### config.mk
export PLATFORM = sky130hd
export DESIGN_NAME = ahb_lite_fir_slave_gen
export DESIGN_NICKNAME = d
export VERILOG_FILES = /design/src/rtl/ahb_lite_fir_slave_gen.sv
export SDC_FILE = /design/constraint.sdc
export NUM_CORES = 1
export LEC_CHECK = 0
export BUFFER_PORTS_ARGS = -buffer_cell sky130_fd_sc_hd__buf_2
export CAP_MARGIN = 30
export CORE_MARGIN = 1
export CORE_UTILIZATION = 45
export DETAILED_ROUTE_END_ITERATION = 8
export PLACE_DENSITY = 0.61
export SYNTH_ARGS = -nofsm -noshare
export SYNTH_HDL_FRONTEND = slang
export SYNTH_SLANG_ARGS = --single-unit
### constraint.sdc
create_clock -name clk -period 3.8 [get_ports clk]
set_input_delay 0.57 -clock clk [delete_from_list [all_inputs] [get_ports clk]]
set_output_delay 0.57 -clock clk [all_outputs]
set_load 0.005 [all_outputs]
### src/rtl/ahb_lite_fir_slave_gen.sv
// ---------------------------------------------------------------------------
// ahb_lite_fir_slave_gen
//
// AHB-Lite slave front end for the FIR filter accelerator. Holds NUM_COEFF
// coefficient registers, a FIFO_DEPTH-entry sample FIFO that the filter pops
// through a lock-protected handshake, and a coefficient-reload flag. Supports
// byte and halfword accesses and returns a single-cycle error response for
// illegal accesses without changing any state.
//
// Ports
//   clk, n_rst            : clock, asynchronous active-low reset
//   hsel, htrans, haddr,
//   hsize, hwrite, hwdata : AHB-Lite address/data phase inputs
//   hrdata, hresp         : data-phase read data and error response
//   fir_out, modwait, err : filter result, busy and error status
//   coefficient_num       : coefficient index requested by the loader
//   coeff_clr             : loader done, clears new_coefficient_set
//   sample_data           : FIFO head (0 when empty)
//   data_ready            : sample available to the filter
//   fir_coefficient       : coeff[coefficient_num] (0 when out of range)
//   new_coefficient_set   : coefficient reload request
//
// Register map (byte addresses, halfword aligned)
//   0x00 STATUS  RO  {7'b0, err, 6'b0, fifo_full, modwait | !fifo_empty}
//   0x02 RESULT  RO  fir_out
//   0x04 SAMPLE  W: push, R: FIFO head or 0
//   0x06 COEFF_SET RW flag
//   0x08 FIFO_COUNT RO occupancy
//   0x10+2k COEFF k RW
// ---------------------------------------------------------------------------
module ahb_lite_fir_slave_gen #(
    parameter int NUM_COEFF  = 4,
    parameter int FIFO_DEPTH = 4,
    parameter int ADDR_WIDTH = 5,
    localparam int CW        = $clog2(NUM_COEFF)
) (
    input  logic                  clk,
    input  logic                  n_rst,
    input  logic                  hsel,
    input  logic [1:0]            htrans,
    input  logic [ADDR_WIDTH-1:0] haddr,
    input  logic                  hsize,
    input  logic                  hwrite,
    input  logic [15:0]           hwdata,
    output logic [15:0]           hrdata,
    output logic                  hresp,
    input  logic [15:0]           fir_out,
    input  logic                  modwait,
    input  logic                  err,
    input  logic [CW-1:0]         coefficient_num,
    input  logic                  coeff_clr,
    output logic [15:0]           sample_data,
    output logic                  data_ready,
    output logic [15:0]           fir_coefficient,
    output logic                  new_coefficient_set
);

    localparam int PW   = $clog2(FIFO_DEPTH);
    localparam int CNTW = PW + 1;

    // Halfword indices of the mapped registers
    localparam logic [ADDR_WIDTH-1:0] HI_STATUS  = ADDR_WIDTH'(0);
    localparam logic [ADDR_WIDTH-1:0] HI_RESULT  = ADDR_WIDTH'(1);
    localparam logic [ADDR_WIDTH-1:0] HI_SAMPLE  = ADDR_WIDTH'(2);
    localparam logic [ADDR_WIDTH-1:0] HI_CSET    = ADDR_WIDTH'(3);
    localparam logic [ADDR_WIDTH-1:0] HI_COUNT   = ADDR_WIDTH'(4);
    localparam logic [ADDR_WIDTH-1:0] HI_COEFF0  = ADDR_WIDTH'(8);
    localparam logic [ADDR_WIDTH-1:0] HI_COEFFN  = ADDR_WIDTH'(8 + NUM_COEFF);

    // Replace the addressed byte lane of a register, or the whole value for
    // a halfword access. The master drives byte data on the lane matching
    // haddr[0], so no shifting is required.
    function automatic logic [15:0] f_merge(input logic [15:0] old_val,
                                            input logic        size_hw,
                                            input logic        lane_hi,
                                            input logic [15:0] wdata);
        logic [15:0] v;
        v = old_val;
        if (size_hw) begin
            v = wdata;
        end else if (lane_hi) begin
            v[15:8] = wdata[15:8];
        end else begin
            v[7:0] = wdata[7:0];
        end
        return v;
    endfunction

    // -----------------------------------------------------------------------
    // Address phase capture
    // -----------------------------------------------------------------------
    logic                  r_valid;
    logic [ADDR_WIDTH-1:0] r_addr;
    logic                  r_size;
    logic                  r_write;

    always_ff @(posedge clk or negedge n_rst) begin
        if (!n_rst) begin
            r_valid <= 1'b0;
            r_addr  <= '0;
            r_size  <= 1'b0;
            r_write <= 1'b0;
        end else begin
            r_valid <= hsel & htrans[1];
            if (hsel & htrans[1]) begin
                r_addr  <= haddr;
                r_size  <= hsize;
                r_write <= hwrite;
            end
        end
    end

    // -----------------------------------------------------------------------
    // Data phase decode
    // -----------------------------------------------------------------------
    logic [ADDR_WIDTH-1:0] w_hidx;
    logic                  w_sel_status;
    logic                  w_sel_result;
    logic                  w_sel_sample;
    logic                  w_sel_cset;
    logic                  w_sel_count;
    logic                  w_sel_coeff;
    logic                  w_mapped;
    logic [CW-1:0]         w_cidx;
    logic                  w_err_cond;
    logic                  w_wr_ok;
    logic                  w_rd_ok;

    assign w_hidx       = {1'b0, r_addr[ADDR_WIDTH-1:1]};
    assign w_sel_status = (w_hidx == HI_STATUS);
    assign w_sel_result = (w_hidx == HI_RESULT);
    assign w_sel_sample = (w_hidx == HI_SAMPLE);
    assign w_sel_cset   = (w_hidx == HI_CSET);
    assign w_sel_count  = (w_hidx == HI_COUNT);
    assign w_sel_coeff  = (w_hidx >= HI_COEFF0) && (w_hidx < HI_COEFFN);
    assign w_mapped     = w_sel_status | w_sel_result | w_sel_sample |
                          w_sel_cset | w_sel_count | w_sel_coeff;
    assign w_cidx       = CW'(w_hidx - HI_COEFF0);

    // FIFO state needed by the error check
    logic [CNTW-1:0] r_count;
    logic            r_pop_lock;
    logic            w_fifo_empty;
    logic            w_fifo_full;
    logic            w_pop;
    logic            w_push;

    assign w_fifo_empty = (r_count == '0);
    assign w_fifo_full  = (r_count == CNTW'(FIFO_DEPTH));
    assign data_ready   = ~w_fifo_empty & ~r_pop_lock;
    assign w_pop        = data_ready & modwait;

    // A push to a full FIFO is legal only when a pop frees a slot at the
    // same edge.
    assign w_err_cond = ~w_mapped
                      | (r_write & (w_sel_status | w_sel_result | w_sel_count))
                      | (r_size & r_addr[0])
                      | (r_write & w_sel_sample & ~r_size)
                      | (r_write & w_sel_sample & w_fifo_full & ~w_pop);

    assign w_wr_ok = r_valid &  r_write & ~w_err_cond;
    assign w_rd_ok = r_valid & ~r_write & ~w_err_cond;
    assign w_push  = w_wr_ok & w_sel_sample;
    assign hresp   = r_valid & w_err_cond;

    // -----------------------------------------------------------------------
    // Coefficient registers
    // -----------------------------------------------------------------------
    logic [15:0] r_coeff [NUM_COEFF];
    logic [15:0] w_coeff_pad [1 << CW];

    generate
        for (genvar gi = 0; gi < NUM_COEFF; gi++) begin : g_coeff
            logic w_we;
            assign w_we = w_wr_ok & w_sel_coeff & (w_cidx == CW'(gi));

            always_ff @(posedge clk or negedge n_rst) begin
                if (!n_rst) begin
                    r_coeff[gi] <= '0;
                end else if (w_we) begin
                    r_coeff[gi] <= f_merge(r_coeff[gi], r_size, r_addr[0], hwdata);
                end
            end
        end

        // Pad to a power-of-two table so any coefficient_num indexes safely;
        // indices beyond NUM_COEFF read as zero.
        for (genvar gi = 0; gi < (1 << CW); gi++) begin : g_pad
            if (gi < NUM_COEFF) begin : g_real
                assign w_coeff_pad[gi] = r_coeff[gi];
            end else begin : g_zero
                assign w_coeff_pad[gi] = '0;
            end
        end
    endgenerate

    assign fir_coefficient = w_coeff_pad[coefficient_num];

    // -----------------------------------------------------------------------
    // Coefficient reload flag
    // -----------------------------------------------------------------------
    logic        r_ncs;
    logic [15:0] w_cset_merged;

    assign w_cset_merged = f_merge({15'b0, r_ncs}, r_size, r_addr[0], hwdata);

    // A bus write takes priority over the loader's clear.
    always_ff @(posedge clk or negedge n_rst) begin
        if (!n_rst) begin
            r_ncs <= 1'b0;
        end else if (w_wr_ok & w_sel_cset) begin
            r_ncs <= |w_cset_merged;
        end else if (coeff_clr) begin
            r_ncs <= 1'b0;
        end
    end

    assign new_coefficient_set = r_ncs;

    // -----------------------------------------------------------------------
    // Sample FIFO
    // -----------------------------------------------------------------------
    logic [15:0]   r_fifo_mem [FIFO_DEPTH];
    logic [PW-1:0] r_wr_ptr;
    logic [PW-1:0] r_rd_ptr;
    logic [15:0]   w_fifo_head;

    generate
        for (genvar gi = 0; gi < FIFO_DEPTH; gi++) begin : g_fifo
            always_ff @(posedge clk or negedge n_rst) begin
                if (!n_rst) begin
                    r_fifo_mem[gi] <= '0;
                end else if (w_push && (r_wr_ptr == PW'(gi))) begin
                    r_fifo_mem[gi] <= hwdata;
                end
            end
        end
    endgenerate

    always_ff @(posedge clk or negedge n_rst) begin
        if (!n_rst) begin
            r_wr_ptr   <= '0;
            r_rd_ptr   <= '0;
            r_count    <= '0;
            r_pop_lock <= 1'b0;
        end else begin
            if (w_push) begin
                r_wr_ptr <= r_wr_ptr + 1'b1;
            end
            if (w_pop) begin
                r_rd_ptr <= r_rd_ptr + 1'b1;
            end
            case ({w_push, w_pop})
                2'b10:   r_count <= r_count + 1'b1;
                2'b01:   r_count <= r_count - 1'b1;
                default: r_count <= r_count;
            endcase
            // Lock holds off further pops until the filter drops modwait,
            // so one busy period consumes exactly one sample.
            if (w_pop) begin
                r_pop_lock <= 1'b1;
            end else if (!modwait) begin
                r_pop_lock <= 1'b0;
            end
        end
    end

    assign w_fifo_head = r_fifo_mem[r_rd_ptr];
    assign sample_data = w_fifo_empty ? 16'h0000 : w_fifo_head;

    // -----------------------------------------------------------------------
    // Read data mux. Writes commit at the edge ending their data phase, so a
    // read in the following data phase already sees the new register value.
    // -----------------------------------------------------------------------
    logic [15:0] w_rdata;

    always_comb begin
        w_rdata = 16'h0000;
        if (w_sel_status) begin
            w_rdata = {7'b0, err, 6'b0, w_fifo_full, modwait | ~w_fifo_empty};
        end else if (w_sel_result) begin
            w_rdata = fir_out;
        end else if (w_sel_sample) begin
            w_rdata = sample_data;
        end else if (w_sel_cset) begin
            w_rdata = {15'b0, r_ncs};
        end else if (w_sel_count) begin
            w_rdata = 16'(r_count);
        end else if (w_sel_coeff) begin
            w_rdata = w_coeff_pad[w_cidx];
        end
    end

    assign hrdata = w_rd_ok ? w_rdata : 16'h0000;

endmodule

==> summary.md, run 1 <==
| Metric | Value |
|---|---|
| Placed Area | `0.008207 mm2` |
| Largest net degree at the start of global routing | `101` |
| PD cells | `506.3 mW/mm2` |
| CTS tree | `done` |
| Slowest CP cell | `dfrtp_2` |
| Mapped Area | `0.007493 mm2` |
| Wire length per cell | `22.43 um` |
| Total global routing track utilization | `24.14%` |
| Clk slew on worst S/H paths | `0.06 ns` |
| Measured slew at the worst slew-check pin | `0.9453 ns` |
| Grt ovf | `0` |
| Crit-path max FO | `23` |
| Initial antenna violation count | `0` |
| Vias in the first global route | `5299` |
| Starting density of the core | `46.67%` |
| Worst setup SP type | `flip-flop` |
| CP Buf/Inv Count | `2` |
| Fin crit share | `88.93%` |
| Maximum clock path buffer count | `2` |
| Clock Latency Late Sink | `0.42 ns` |
| Crit path time final | `3.379 ns` |
| Clk_skew | `0.01096 ns` |
| Combinational share of power | `19.8%` |
| Synth warnings | `0` |
| Boundary Pins | `100` |
| Setup-failing EPs final | `0` |
| Clock power frac | `36.2%` |
| First-pass GRT wire length | `29980 um` |
| Core area | `0.01606 mm2` |
| Cells on worst reg2reg path | `5` |
| Cts repair resizes | `0` |
| Post-synth top flop | `dfrtp_1` |
| Synth unique cells | `48` |
| FF-to-FF setup slack | `0.91 ns` |
| Final Util | `54.67%` |
| Die span in x | `131.0 um` |
| Critical Path AT | `2.81 ns` |
| VDD IR max | `0.0003189 V` |
| Hold Slack | `0.2360 ns` |
| Async SR Flop Fraction | `100.0%` |
| Relative slew margins | `36.98%` |
| H-tree levels | `4` |
| Worst Path Required | `3.23 ns` |
| Reg-to-reg startpoint | `r_addr[4]$_DFFE_PN0P_` |
| Postcts setup bufs | `0` |
| Num CTS Buffers | `17` |
| Final #Nets | `683` |
| DRC | `0` |
| Rows | `46` |
| Worst Hold Class | `primary input to asynchronous set/reset pin` |
| Layout cells sized above 1 | `52.66%` |
| Post-synthesis cell count | `531` |
| RSZ-0062 raised after global routing | `no` |
| Number of clock sinks | `145` |
| Sequential area share after synthesis | `48.42%` |
| Finished Cell Area | `0.008778 mm2` |
| GPL Wtd Cong | `0.8875` |
| Setup TNS | `0 ns` |
| Fin. max-slew vios | `0` |
| Die area | `0.01717 mm2` |
| Detailed Route Iter0 Violations | `278` |
| Post-synth EDFFs | `0` |
| P_int | `3.147 mW` |
| Synth Net Count | `586` |
| Cell family with most CP delay | `simple AND/OR/NAND/NOR gates` |
| Sequential Power Share | `44.0%` |
| Final WL | `19200 um` |
| Area Overhead vs Synth | `17.15%` |
| Outcome | `completed` |
| Crit. End Element | `primary output` |
| ANT cells | `0` |
| Vias per std cell | `5.895` |
| DR pass1 iterations | `4` |
| Setup CP Type | `flip-flop to primary output` |
| IO Port Bufs | `98` |
| P_leak | `4.168 nW` |
| Commonest non-fill, non-tap cell in the layout | `dfrtp_1` |
| CTS Root Cell | `clkbuf_16` |
| Antenna-violating nets left | `0` |
| Vias post-DR | `5046` |
| Die height | `131.0 um` |
| Most frequent cells in the layout | `dfrtp_1, mux2_2, buf_2` |
| FF-to-FF End | `r_coeff[6]$_DFFE_PN0P_` |
| Fmax | `0.2959 GHz` |
| Switching power | `1.298 mW` |
| CTS Hold Buffers Added | `0` |
| Worst-path cell chain | `nand2b_1, nor4_2, buf_4, a22oi_1, a211oi_1, buf_2` |
| Mean area per synthesized cell | `14.11 um2` |
| Max-Cap Viols | `0` |
| Switching Share | `29.20%` |
| Synth Register Bits | `145` |
| Endpoints failing hold | `0` |
| Worst path max stage delay | `0.63 ns` |
| Hpwl dp | `13460 um` |
## worst register-to-register path, stage by stage, from the launching register on
cell	delay [ns]
dfrtp_1	0.70
nor2b_1	0.37
buf_4	0.29
or3b_1	0.49
nor2_2	0.52
mux2_2	0.40
## cell families after synthesis
| family | synth area share (%) |
|---|---|
| AO/OA/AOI/OAI | 5.226 |
| buffers and inverters | 2.388 |
| flip-flops | 48.42 |
| adder cells (fa/ha/maj) | 1.102 |
| XOR/XNOR | 0.8182 |
| multiplexers | 34.68 |
| AND/OR/NAND/NOR | 7.364 |
## Yosys cell counts, drive strengths merged, types with 6 or more instances
cell type | count | share of area [%]
inv | 7 | 0.35
clkbuf | 19 | 0.95
nand2 | 13 | 0.65
mux4 | 47 | 14
and2 | 17 | 1.4
nor2 | 26 | 1.4
buf | 14 | 1.1
nand3 | 6 | 0.67
a22oi | 15 | 1.5
mux2 | 135 | 20
dfrtp | 145 | 48
a211oi | 15 | 1.5
nor4 | 6 | 0.58
## power by group through the flow
stage / clock [mW] / sequential (mW) / combinational (mW)
floorplan: 0 / 1.84 / 0.679
global placement: 0 / 1.96 / 0.855
detailed placement: 0 / 1.98 / 0.881
CTS: 1.64 / 1.95 / 0.886
global route: 1.69 / 1.98 / 0.953
finish: 1.61 / 1.96 / 0.878
## layout make-up
class,count,area (um2)
fill,1328,7279
timing repair buffer,111,594.3
clock inverter,10,101.3
multi-input combinational,346,3686
sequential,145,3630
tap,216,270.3
clock buffer,21,470.5
inverter,7,26.28
## layer usage
layer / part of all wire, % / vias to the layer above / global-route usage [%] / wire length [um]
li1: - / 2199 / - / -
met3: 4.2 / 19 / 4.479 / 800
met4: 1.2 / 0 / 8.114 / 235
met2: 50 / 155 / 40.27 / 9573
met1: 45 / 2673 / 31.79 / 8594
met5: 0 / - / 0 / 0
## state kept, by name, summed over array words and instances, names as in the netlist, 2 cells and up
name        flops
r_addr          5
r_rd_ptr        2
r_fifo_mem     64
r_wr_ptr        2
r_count         3
r_coeff        64
## metrics by stage
step | std cells | power [mW] | worst slack [ns]
final | 856 | 4.445 | 0.4206
after global placement | 825 | 2.817 | 0.9304
after detailed placement | 825 | 2.863 | 0.8978
after global routing | 856 | 4.628 | 0.2618
after floorplan | 531 | 2.523 | 1.163
after CTS | 856 | 4.476 | 0.4406
## worst max path at each step
| stage | from | endpoint | cells past startpoint | slack, ns |
|---|---|---|---|---|
| global placement | r_addr[1]$_DFFE_PN0P_ | hrdata[4] | 5 | 0.93 |
| floorplan | coefficient_num[0] | fir_coefficient[10] | 3 | 1.16 |
| finish | r_addr[1]$_DFFE_PN0P_ | hrdata[8] | 6 | 0.42 |
| detailed placement | r_addr[1]$_DFFE_PN0P_ | hrdata[8] | 6 | 0.90 |
| CTS | r_addr[1]$_DFFE_PN0P_ | hrdata[8] | 6 | 0.44 |
| global route | r_addr[1]$_DFFE_PN0P_ | hrdata[5] | 6 | 0.26 |
Note: power is estimated with default switching activity, not from simulation.
==> run 2, diff against run 1 <==
--- a/config.mk
+++ b/config.mk
@@ -9,6 +9,7 @@
 export CAP_MARGIN = 30
 export CORE_MARGIN = 1
 export CORE_UTILIZATION = 45
+export CTS_BUF_LIST = sky130_fd_sc_hd__clkbuf_4
 export DETAILED_ROUTE_END_ITERATION = 8
 export PLACE_DENSITY = 0.61
 export SYNTH_ARGS = -nofsm -noshare
==> summary.md, run 2 (synthesis gave the netlist of run 1 again) <==
| Metric | Value |
|---|---|
| Outcome | `completed` |
| Most frequent cells in the layout | `dfrtp_1, mux2_2, buf_2` |
| Worst path max stage delay | `0.65 ns (+0.02 ns)` |
| Die area | `0.01717 mm2 (unchanged)` |
| P_int | `2.515 mW (-20%)` |
| Number of clock sinks | `145 (unchanged)` |
| Grt ovf | `0 (unchanged)` |
| Worst Path Required | `3.23 ns (about the same)` |
| Worst Hold Class | `primary input to asynchronous set/reset pin` |
| Setup TNS | `0 ns (unchanged)` |
| Relative slew margins | `38.63% (+1.7 points)` |
| Boundary Pins | `100 (unchanged)` |
| GPL Wtd Cong | `0.8875 (unchanged)` |
| Rows | `46 (unchanged)` |
| VDD IR max | `0.0001783 V (-44%)` |
| Total global routing track utilization | `23.90% (-0.24 points)` |
| Clock Latency Late Sink | `0.55 ns (+0.13 ns)` |
| Clk_skew | `0.01884 ns (+0.007878 ns)` |
| Setup WS pre-CTS | `0.8978 ns (unchanged)` |
| Setup CP Type | `flip-flop to primary output` |
| Slack of the critical path | `0.2795 ns (-0.1411 ns)` |
| H-tree levels | `4 (unchanged)` |
| Wire length per cell | `22.03 um (-1.8%)` |
| Final WL | `18880 um (-1.7%)` |
| Maximum clock path buffer count | `2 (unchanged)` |
| Measured slew at the worst slew-check pin | `0.9205 ns (-0.02476 ns)` |
| Vias post-DR | `5020 (-0.52%)` |
| Clk slew on worst S/H paths | `0.12 ns (+0.06 ns)` |
| CP Buf/Inv Count | `2 (unchanged)` |
| Sequential Power Share | `52.4% (+8.4 points)` |
| FILL cells | `1381 (+4.0%)` |
| CTS tree | `done` |
| Switching power | `1.203 mW (-7.3%)` |
| PD cells | `439.6 mW/mm2 (-13%)` |
| CTS Root Cell | `clkbuf_4` |
| Endpoints failing hold | `0 (unchanged)` |
| Switching Share | `32.35% (+3.2 points)` |
| Fin crit share | `92.65% (+3.7 points)` |
| DRC | `0 (unchanged)` |
| Initial antenna violation count | `2 (+2)` |
| Layout cells sized above 1 | `52.34% (-0.31 points)` |
| DR pass1 iterations | `5 (+1)` |
| Worst setup SP type | `flip-flop` |
| CTS Hold Buffers Added | `0 (unchanged)` |
| Cts repair resizes | `0 (unchanged)` |
| Postcts setup bufs | `0 (unchanged)` |
| Crit path time final | `3.521 ns (+0.1411 ns)` |
| Largest net degree at the start of global routing | `101 (unchanged)` |
| Final #Nets | `683 (unchanged)` |
| Antenna-violating nets left | `0 (unchanged)` |
| Fin. max-slew vios | `0 (unchanged)` |
| Combinational share of power | `23.6% (+3.8 points)` |
| Cell family with most CP delay | `simple AND/OR/NAND/NOR gates` |
| Slowest CP cell | `dfrtp_2` |
| Hold Slack | `0.1043 ns (-0.1316 ns)` |
| Vias in the first global route | `5274 (-0.47%)` |
| Num CTS Buffers | `17 (unchanged)` |
| Area Overhead vs Synth | `12.86%` |
| Crit. End Element | `primary output` |
| Vias per std cell | `5.858 (-0.63%)` |
| Detailed Route Iter0 Violations | `340 (+22%)` |
| IO Port Bufs | `98 (unchanged)` |
| Largest regs | `r_coeff x64, r_fifo_mem x64, r_addr x5` |
| Worst-path cell chain | `nand2b_1, nor4_2, buf_4, a22oi_1, a211oi_1, buf_2` |
| RSZ-0062 raised after global routing | `no` |
| Die span in x | `131.0 um (unchanged)` |
| P_leak | `4.024 nW (-3.5%)` |
| Max-Cap Viols | `0 (unchanged)` |
| Crit-path max FO | `23 (unchanged)` |
| Setup-failing EPs final | `0 (unchanged)` |
| Core area | `0.01606 mm2 (unchanged)` |
| Critical Path AT | `2.95 ns (+0.14 ns)` |
| Commonest non-fill, non-tap cell in the layout | `dfrtp_1` |
| Clock power frac | `24.0% (-12 points)` |
| First-pass GRT wire length | `29580 um (-1.3%)` |
| Starting density of the core | `46.67% (unchanged)` |
| Hpwl dp | `13460 um (unchanged)` |
| Die height | `131.0 um (unchanged)` |
| Fmax | `0.2840 GHz (-4.0%)` |
## run 2: cell count changes in the layout (fill, tap and decap cells not counted)
| cell | before | now |
|---|---|---|
| clkbuf_16 | 17 | 0 |
| clkbuf_4 | 0 | 18 |
| clkinv_1 | 0 | 3 |
| clkbuf_8 | 3 | 0 |
| clkbuf_1 | 1 | 0 |
| diode_2 | 0 | 1 |
## run 2: final timing paths
path	startpoint	endpoint	slack (ns)	depth (start not counted)
setup reg to reg	r_addr[4]$_DFFE_PN0P_	r_coeff[0]$_DFFE_PN0P_	0.88	5
min in group clk	hwrite	r_write$_DFFE_PN0P_	0.24	2
setup / recovery	r_addr[1]$_DFFE_PN0P_	hrdata[8]	0.28	6
max in group asynchronous	n_rst	r_fifo_mem[14]$_DFFE_PN0P_	2.80	2
hold / removal	n_rst	r_coeff[45]$_DFFE_PN0P_	0.10	1
hold reg to reg	r_fifo_mem[18]$_DFFE_PN0P_	r_fifo_mem[18]$_DFFE_PN0P_	0.51	1
## run 2: through the flow
stage / instances / utilization, % / total power, mW / cell area (um2)
2_1_floorplan: 531 / - / 2.523 / 7493
3_3_place_gp: 825 / 51.11 / 2.817 / 8207
3_5_place_dp: 825 / 51.11 / 2.863 / 8207
4_1_cts: 856 / 52.65 / 3.757 / 8454
5_1_grt: 857 / 52.66 / 3.905 / 8457
6_report: 857 / 52.66 / 3.717 / 8457
## run 2: final cells by class
type	instances	area, um2	share of cell area (%)
Sequential cell	145	3630	42.92
Timing Repair Buffer	111	594.3	7.028
Multi-Input combinational cell	346	3686	43.59
Tap cell	216	270.3	3.196
Clock buffer	18	135.1	1.598
Antenna cell	1	2.502	0.02959
Inverter	7	26.28	0.3107
Clock inverter	13	112.6	1.332
## run 2: per-layer routing
metal  vias to the layer above  part of all wire [%]  track usage, %
met5                         -                     0               0
met4                         0                   2.1           9.060
met3                        31                   4.7           5.293
met2                       157                    50           39.43
met1                      2616                    43           30.88
li1                       2216                     -               -
## run 2: power by group through the flow
stage	Combinational, mW	Clock [mW]	Sequential (mW)
2_1_floorplan	0.679	0	1.84
3_3_place_gp	0.855	0	1.96
3_5_place_dp	0.881	0	1.98
4_1_cts	0.886	0.922	1.95
5_1_grt	0.954	0.971	1.98
6_report	0.876	0.892	1.95
==> run 3, diff against run 2 <==
--- a/config.mk
+++ b/config.mk
@@ -12,6 +12,7 @@
 export CTS_BUF_LIST = sky130_fd_sc_hd__clkbuf_4
 export DETAILED_ROUTE_END_ITERATION = 8
 export PLACE_DENSITY = 0.61
+export SKIP_CTS_REPAIR_TIMING = 1
 export SYNTH_ARGS = -nofsm -noshare
 export SYNTH_HDL_FRONTEND = slang
 export SYNTH_SLANG_ARGS = --single-unit
==> constraint.sdc (replaced) <==
create_clock -name clk -period 4.15 [get_ports clk]
set_input_delay 0.6225 -clock clk [delete_from_list [all_inputs] [get_ports clk]]
set_output_delay 0.6225 -clock clk [all_outputs]
set_load 0.005 [all_outputs]
==> summary.md, run 3 (synthesis gave the netlist of run 1 again) <==
| Metric | Value |
|---|---|
| Final WL | `19730 um (+4.5%)` |
| Clk slew on worst S/H paths | `0.14 ns (+0.02 ns)` |
| Die height | `131.0 um (unchanged)` |
| FILL cells | `1340 (-3.0%)` |
| Largest regs | `r_coeff x64, r_fifo_mem x64, r_addr x5` |
| RSZ-0062 raised after global routing | `no` |
| Critical Path AT | `3.01 ns (+0.06 ns)` |
| Outcome | `completed` |
| Most frequent cells in the layout | `dfrtp_1, mux2_2, buf_2` |
| Worst Hold Class | `primary input to asynchronous set/reset pin` |
| H-tree levels | `4 (unchanged)` |
| Reg-to-reg startpoint | `r_addr[4]$_DFFE_PN0P_` |
| Crit path time final | `3.629 ns` |
| Switching Share | `32.70% (+0.34 points)` |
| Crit-path max FO | `23 (unchanged)` |
| Number of clock sinks | `145 (unchanged)` |
| Commonest non-fill, non-tap cell in the layout | `dfrtp_1` |
| PD cells | `415.0 mW/mm2 (-5.6%)` |
| DR pass1 iterations | `4 (-1)` |
| Clock Latency Late Sink | `0.55 ns (about the same)` |
| Num CTS Buffers | `17 (unchanged)` |
| Relative slew margins | `34.83% (-3.8 points)` |
| IO Port Bufs | `98 (unchanged)` |
| Starting density of the core | `46.67% (unchanged)` |
| Vias per std cell | `5.954 (+1.6%)` |
| P_int | `2.363 mW (-6.1%)` |
| Fin. max-slew vios | `0 (unchanged)` |
| Layout Cells excl Fill | `853 (-0.47%)` |
| Largest net degree at the start of global routing | `86 (-15%)` |
| Setup WS pre-CTS | `1.120 ns (+0.2222 ns)` |
| Hpwl dp | `13520 um (+0.43%)` |
| Cells on worst reg2reg path | `5 (unchanged)` |
| Vias post-DR | `5079 (+1.2%)` |
| Setup TNS | `0 ns (unchanged)` |
| Fin crit share | `87.44%` |
| Setup-failing EPs final | `0 (unchanged)` |
| Placed Cells | `820 (-0.61%)` |
| Final #Nets | `678 (-0.73%)` |
| Combinational share of power | `22.8% (-0.8 points)` |
| Switching power | `1.148 mW (-4.6%)` |
| First-pass GRT wire length | `30420 um (+2.8%)` |
| Crit. End Element | `primary output` |
| Maximum clock path buffer count | `2 (unchanged)` |
| Clock power frac | `26.1% (+2.1 points)` |
| Worst setup SP type | `flip-flop` |
| Die span in x | `131.0 um (unchanged)` |
| Clk_skew | `0.01875 ns (-0.00008590 ns)` |
| Slack of the critical path | `0.5213 ns (+0.2418 ns)` |
| FF-to-FF setup slack | `1.35 ns (+0.47 ns)` |
| Wire length per cell | `23.13 um (+5.0%)` |
| Grt ovf | `0 (unchanged)` |
| Die area | `0.01717 mm2 (unchanged)` |
| Fmax | `0.2756 GHz` |
| Final Util | `52.68% (about the same)` |
| Worst Path Required | `3.53 ns (+0.30 ns)` |
| DRC | `0 (unchanged)` |
| FF-to-FF End | `r_coeff[37]$_DFFE_PN0P_` |
| Area Overhead vs Synth | `12.89% (about the same)` |
| Initial antenna violation count | `1 (-1)` |
| VDD IR max | `0.0001621 V (-9.1%)` |
| Sequential Power Share | `51.1% (-1.3 points)` |
| Max-Cap Viols | `0 (unchanged)` |
| Layout cells sized above 1 | `52.36% (about the same)` |
| Measured slew at the worst slew-check pin | `0.9739 ns (+0.05342 ns)` |
| Rows | `46 (unchanged)` |
| Setup CP Type | `flip-flop to primary output` |
| Core area | `0.01606 mm2 (unchanged)` |
| Boundary Pins | `100 (unchanged)` |
| CTS tree | `done` |
| Endpoints failing hold | `0 (unchanged)` |
| P_leak | `4.018 nW (-0.15%)` |
| CTS Root Cell | `clkbuf_4` |
| Antenna-violating nets left | `0 (unchanged)` |
| Detailed Route Iter0 Violations | `421 (+24%)` |
| GPL Wtd Cong | `0.8144 (-8.2%)` |
| Total global routing track utilization | `24.66% (+0.76 points)` |
| Vias in the first global route | `5247 (-0.51%)` |
-- run 3: changes by cell type in the layout (fill, tap and decap cells not counted) --
cell / previous run / this run
buf_4: 13 / 8
bufinv_16: 1 / 2
clkbuf_4: 18 / 17
clkinv_1: 3 / 1
clkinv_2: 1 / 2
clkinv_4: 2 / 3
inv_8: 0 / 1
-- run 3: layout make-up --
class                      instances  area (um2)  share of cell area [%]
antenna                            1       2.502                 0.02958
clock buffer                      17       127.6                   1.509
clock inverter                    15       160.2                   1.893
inverter                           7       26.28                  0.3106
multi-input combinational        346        3686                   43.57
sequential                       145        3630                   42.91
tap                              216       270.3                   3.195
timing repair buffer             106       556.8                   6.582
-- run 3: worst max path at each step --
stage                                startpoint                   to  slack, ns  cells after the start
after floorplan              coefficient_num[0]  fir_coefficient[10]       1.41                      3
after global placement    r_addr[1]$_DFFE_PN0P_            hrdata[7]       1.17                      6
after detailed placement  r_addr[1]$_DFFE_PN0P_           hrdata[10]       1.12                      6
after CTS                 r_addr[1]$_DFFE_PN0P_           hrdata[10]       0.46                      6
after global routing      r_addr[1]$_DFFE_PN0P_            hrdata[5]       0.26                      6
final                     r_addr[1]$_DFFE_PN0P_           hrdata[10]       0.52                      6
-- run 3: worst max-delay path, stage by stage, from the launching register on --
cell and delay [ns]:
dfrtp_2 0.64, nand2b_1 0.38, nor4_2 0.54, buf_4 0.32
a22oi_1 0.12, a211oi_1 0.27, buf_2 0.17
-- run 3: layer usage --
metal,global-route usage (%),vias to the layer above,part of all wire [%]
met5,0,-,0
met4,9.331,0,2.4
met3,6.352,22,4.9
met2,38.78,160,48
met1,32.96,2700,45
li1,-,2197,-
-- run 3: power by group through the flow --
stage	clock network [mW]	logic (mW)	registers [mW]
after CTS	0.943	0.805	1.79
final	0.915	0.800	1.79
after floorplan	0	0.621	1.69
after detailed placement	0	0.802	1.82
after global placement	0	0.781	1.80
after global routing	1.00	0.864	1.82
-- run 3: stage by stage --
stage                     area (um2)  power, mW  hold WS, ns
after global placement          8169      2.581       0.4812
after global routing            8459      3.689       0.1167
final                           8459      3.510      0.09249
after detailed placement        8169      2.622       0.4884
after CTS                       8457      3.539      0.09792
after floorplan                 7493      2.310       0.3269
